<file path="src/rtl/pc_sequencer.sv">
`default_nettype none
// ============================================================================
// pc_sequencer : program counter, req/ack fetch and branch-resolve sequencer
// Revision     : 1.0
// ============================================================================
module pc_sequencer #(
  parameter int              PC_W     = 8,
  parameter int              INSTR_W  = 16,
  parameter int              CMP_W    = 8,
  parameter logic [PC_W-1:0] RESET_PC = '0
) (
  input  logic               clk,
  input  logic               rst,
  output logic [PC_W-1:0]    imem_addr,
  output logic               imem_req,
  input  logic               imem_ack,
  input  logic [INSTR_W-1:0] imem_data,
  output logic [INSTR_W-1:0] instr,
  output logic               instr_valid,
  input  logic               instr_ready,
  input  logic               is_branch,
  input  logic               halt,
  input  logic               br_valid,
  input  logic [1:0]         pc_op,
  input  logic [CMP_W-1:0]   cmp_res,
  input  logic [PC_W-1:0]    br_target,
  output logic [PC_W-1:0]    pc,
  output logic               pc_mux_sel,
  output logic               halted,
  output logic [15:0]        retired_cnt
);

  typedef enum logic [2:0] {
    S_BOOT    = 3'd0,
    S_FETCH   = 3'd1,
    S_ISSUE   = 3'd2,
    S_RESOLVE = 3'd3,
    S_HALT    = 3'd4
  } state_t;

  state_t               r_state;
  state_t               w_next;
  logic [PC_W-1:0]      r_pc;
  logic [INSTR_W-1:0]   r_instr;
  logic [15:0]          r_retired;
  logic                 r_mux_sel;
  logic [PC_W-1:0]      w_pc_inc;
  logic                 w_taken;

  // Natural-width add wraps modulo 2^PC_W.
  assign w_pc_inc = r_pc + 1'b1;

  always_comb begin
    w_taken = 1'b0;
    case (pc_op)
      2'b00:   w_taken = 1'b0;
      2'b01:   w_taken = 1'b1;
      2'b10:   w_taken = (cmp_res != '0);
      2'b11:   w_taken = (cmp_res == '0);
      default: w_taken = 1'b0;
    endcase
  end

  always_ff @(posedge clk) begin
    if (rst) begin
      r_state <= S_BOOT;
    end else begin
      r_state <= w_next;
    end
  end

  // Inputs are only looked at in the state that owns them; HALT has no exit.
  always_comb begin
    w_next = r_state;
    case (r_state)
      S_BOOT:    w_next = S_FETCH;
      S_FETCH:   if (imem_ack) w_next = S_ISSUE;
      S_ISSUE: begin
        if (instr_ready) begin
          if (halt)           w_next = S_HALT;
          else if (is_branch) w_next = S_RESOLVE;
          else                w_next = S_FETCH;
        end
      end
      S_RESOLVE: if (br_valid) w_next = S_FETCH;
      S_HALT:    w_next = S_HALT;
      default:   w_next = S_BOOT;
    endcase
  end

  always_ff @(posedge clk) begin
    if (rst) begin
      r_pc      <= RESET_PC;
      r_instr   <= '0;
      r_retired <= '0;
      r_mux_sel <= 1'b0;
    end else begin
      r_mux_sel <= 1'b0;
      case (r_state)
        S_FETCH: begin
          if (imem_ack) r_instr <= imem_data;
        end
        S_ISSUE: begin
          if (instr_ready) begin
            r_retired <= r_retired + 16'd1;
            if (!halt && !is_branch) r_pc <= w_pc_inc;
          end
        end
        S_RESOLVE: begin
          if (br_valid) begin
            r_pc      <= w_taken ? br_target : w_pc_inc;
            r_mux_sel <= w_taken;
          end
        end
        default: ;
      endcase
    end
  end

  assign imem_addr   = r_pc;
  assign pc          = r_pc;
  assign instr       = r_instr;
  assign retired_cnt = r_retired;
  assign pc_mux_sel  = r_mux_sel;
  assign imem_req    = (r_state == S_FETCH);
  assign instr_valid = (r_state == S_ISSUE);
  assign halted      = (r_state == S_HALT);

endmodule
`default_nettype wire

</file>
<file path="config.mk">
export PLATFORM = sky130hd
export DESIGN_NAME = pc_sequencer
export DESIGN_NICKNAME = d
export VERILOG_FILES = /design/src/rtl/pc_sequencer.sv
export SDC_FILE = /design/constraint.sdc
export NUM_CORES = 1
export LEC_CHECK = 0
export CAP_MARGIN = 25
export CORE_UTILIZATION = 38
export DETAILED_ROUTE_END_ITERATION = 7
export PLACE_DENSITY = 0.77
export SLEW_MARGIN = 25
export SYNTH_ARGS = -nofsm -noshare
export SYNTH_HDL_FRONTEND = slang
export SYNTH_SLANG_ARGS = --single-unit
</file>
<file path="constraint.sdc">
create_clock -name clk -period 2 [get_ports clk]
set_input_delay 0.4 -clock clk [delete_from_list [all_inputs] [get_ports clk]]
set_output_delay 0.4 -clock clk [all_outputs]
set_load 0.03 [all_outputs]
</file>
==> key figures <==
Run status
  • Run status: completed

Synth
  • Cell accounting for the most synthesized area: dfxtp_1
  • Syn_nets: 304
  • Post-Synth Adder-Cell Area: 1.19%
  • Xor/xnor share of the synthesized area: 4.16%
  • Distinct cells, synth: between 40 and 50
  • Post-synthesis mux area share: 2.38%
  • Synth top cells by count: nand2_1, dfxtp_1, a21oi_1
  • Primary FF master, synth: dfxtp_1
  • Count leader, synth: nand2_1
  • Synth async-reset ratio: 0%
  • Post-synthesis simple-gate area fraction: between 20 and 30%
  • Post-synthesis compound-gate area fraction: 14.3%
  • Number of synthesized register bits: 44
  • Mean post-synth cell area: 8.06 µm²
  • Largest family of logic cells by synthesized area: simple AND/OR/NAND/NOR gates
  • Yosys top cell area share: roughly two fifths
  • Mapped Area: 2100 µm²
  • Post-synth EDFFs: 0
  • Sequential area share after synthesis: 41.9%
  • Syn Inst Count: 261
  • Yosys warning count: 0
  • Synth area leaders: dfxtp_1, nand2_1, a21oi_1, nor2_1, nand3_1

Floorplan
  • Die Width: about 76 µm
  • Row cnt: 26
  • Initial Util: 40.4%
  • Die area: between 5000 and 6000 µm²
  • Core ar.: 5200 µm²
  • I/O Pins: 93
  • Die Ht: 76.4 µm

Drt
  • Residual DRC: 0
  • Wire per inst: 12.8 µm
  • Final ANT Viol Nets: 0
  • Vias: 2195
  • Vias per cell: 5.05
  • Starting DRT DRC Count: 102
  • DR pass1 iterations: 4
  • WL final: ~5600 µm

Placement
  • Hpwl dp: about 3900 µm
  • Placed cell area: 3180 µm²
  • Input/output buffers: 92
  • Pre-CTS setup slack: -0.435 ns
  • Gpl congestion: 0.782

Global routing
  • Vias in the first global route: between 2000 and 2500
  • GR Util All Layers: around a fifth
  • Pin count of the biggest net entering global routing: 45
  • Grt total ovfl: 0
  • Initial antenna violation count: 0
  • First-pass GRT wire length: 9050 µm

Layout
  • Share of cells above drive strength 1: 12.6%
  • N_diodes: 0
  • Post-route cell area: 3330 µm²
  • # fillers: 471
  • Layout net count: between 400 and 500
  • Area growth, synth to finish: 58.1%

Pwr
  • Final Power: 2.00 mW
  • Static leakage: 1.18 nW
  • Pwr Density: 602 nW/µm²
  • Maximum vdd ir drop: 0.000299 V

Setup path
  • Reg-to-Reg End: retired_cnt[10]$_SDFFE_PP0P_
  • Startpoint types: input pin
  • Reg2reg start: r_state[0]$_SDFFE_PP0P_
  • Reg-to-reg slack, setup: 0.16 ns
  • WP data arrival: 2.14 ns
  • Crit path max fanout: 5
  • Crit. End Element: flip-flop
  • Crit Path Class: input pin to flip-flop
  • Worst path required time: 2.18 ns
  • R2R depth: 6

CTS
  • Clock sinks: 44
  • H-Tree Depth: 2
  • Worst skew pair latency: 0.29 ns
  • CTS buffer count: 5
  • CTS tree: done
  • Clock Tree Root: clkbuf_8
  • Max Root-Sink Buffers: 2
  • # hold bufs at CTS: 0
  • Clk slew on worst S/H paths: 0.08 ns

Timing
  • Final slew viol count: 0
  • Worst-margin pin slew: 0.511 ns
  • Worst Clk Skew: 0.00732 ns
  • Fin. Hold Viols: 0
  • Final worst slack: 0.0314 ns
  • Final Cycle Share: 98.4%
  • Min Tclk post-route: 1.97 ns
  • RSZ-0062 raised after global routing: no
  • Max_slew headroom: 65.8%
  • Fmax: 508 MHz
  • Setup violations, final: 0
  • Setup TNS: 0 ns

Job
  • Max Cap Viol: 0

Worst hold path
  • Hold/Removal Path Class: flip-flop to flip-flop
  • Hold Path Origin: instr[3]$_SDFFE_PP0P_
  • Worst hold stages: 2
  • Hold EP: instr[3]$_SDFFE_PP0P_
registers in the layout, indices dropped and copies added, names as in the netlist:
register,count
instr,16
imem_addr,8
pc_mux_sel,1
retired_cnt,16
r_state,3
cells by family after synthesis:
logic type	after synthesis
AOI/OAI and AO/OA	50
xor gates and xnor gates	10
adders and majority gates	2
buffers and inverters	27
DFF	44
muxes	5
and+or+nand+nor	123
worst max-delay path, cell delays in order:
cell           delay, ns
dlygate4sd2_1       0.24
or4_4               0.49
o21ai_4             0.15
mux2i_2             0.27
buf_4               0.19
buf_6               0.10
mux2i_2             0.21
a211oi_2            0.09
worst max-delay path by stage:
| stage | start | end | slack [ns] |
|---|---|---|---|
| after global routing | cmp_res[7] | imem_addr[1]$_SDFFE_PP0P_ | 0.004 |
| after floorplan | cmp_res[5] | imem_addr[5]$_SDFFE_PP0P_ | 0.06 |
| final | cmp_res[7] | imem_addr[1]$_SDFFE_PP0P_ | 0.03 |
| after CTS | r_state[1]$_SDFFE_PP0P_ | instr_valid | 0.04 |
| after global placement | cmp_res[5] | imem_addr[5]$_SDFFE_PP0P_ | -0.35 |
| after detailed placement | cmp_res[5] | imem_addr[1]$_SDFFE_PP0P_ | -0.44 |
metal layers:
layer / routed length [µm] / GRT usage [%] / vias to the layer above
li1: - / - / 1105
met1: 2500 / 22.3 / 992
met5: 0 / 0 / -
met3: 413 / 4.19 / 9
met2: 2570 / 32.8 / 89
met4: 85 / 7.31 / 0
stage by stage:
step	instances	utilization [%]	hold slack, ns
floorplan	261	-	0.516
global placement	424	61.1	0.441
detailed placement	424	61.1	0.446
CTS	434	63.0	0.457
global route	435	63.9	0.477
finish	435	63.9	0.455
final cells by class:
class                      instances  area (µm²)  area share [%]
clock buffer                       7        86.3            2.60
clock inverter                     1        7.51           0.226
inverter                           6        22.5           0.677
multi-input combinational        190        1110            33.4
sequential                        44         882            26.5
tap                               70        87.6            2.63
timing repair buffer             117        1130            33.9
where the power goes:
group	internal [mW]	switching [mW]
registers	0.913	0.0393
logic	0.234	0.239
clock network	0.281	0.295
cell usage in the layout (no fill, tap or decap), drive strengths merged, types with 3 or more instances in the layout:
cell	instances
a21oi	26
or3	5
xor2	3
a31oi	6
a2bb2oi	4
nand2	50
buf	25
xnor2	7
inv	6
and3	6
nor3	12
mux2i	5
nor2	18
dfxtp	44
nand4	3
clkbuf	8
o21ai	8
clkdlybuf4s50	81
nand3	13
dlygate4sd2	5
clkdlybuf4s15	5
repair_timing:
action,CTS,global route
endpoints found under the setup margin,11,9
gates cloned,1,0
pin swaps,4,5
setup buffers,1,1
gates resized for setup,15,14
Note: power is estimated with default switching activity, not from simulation.
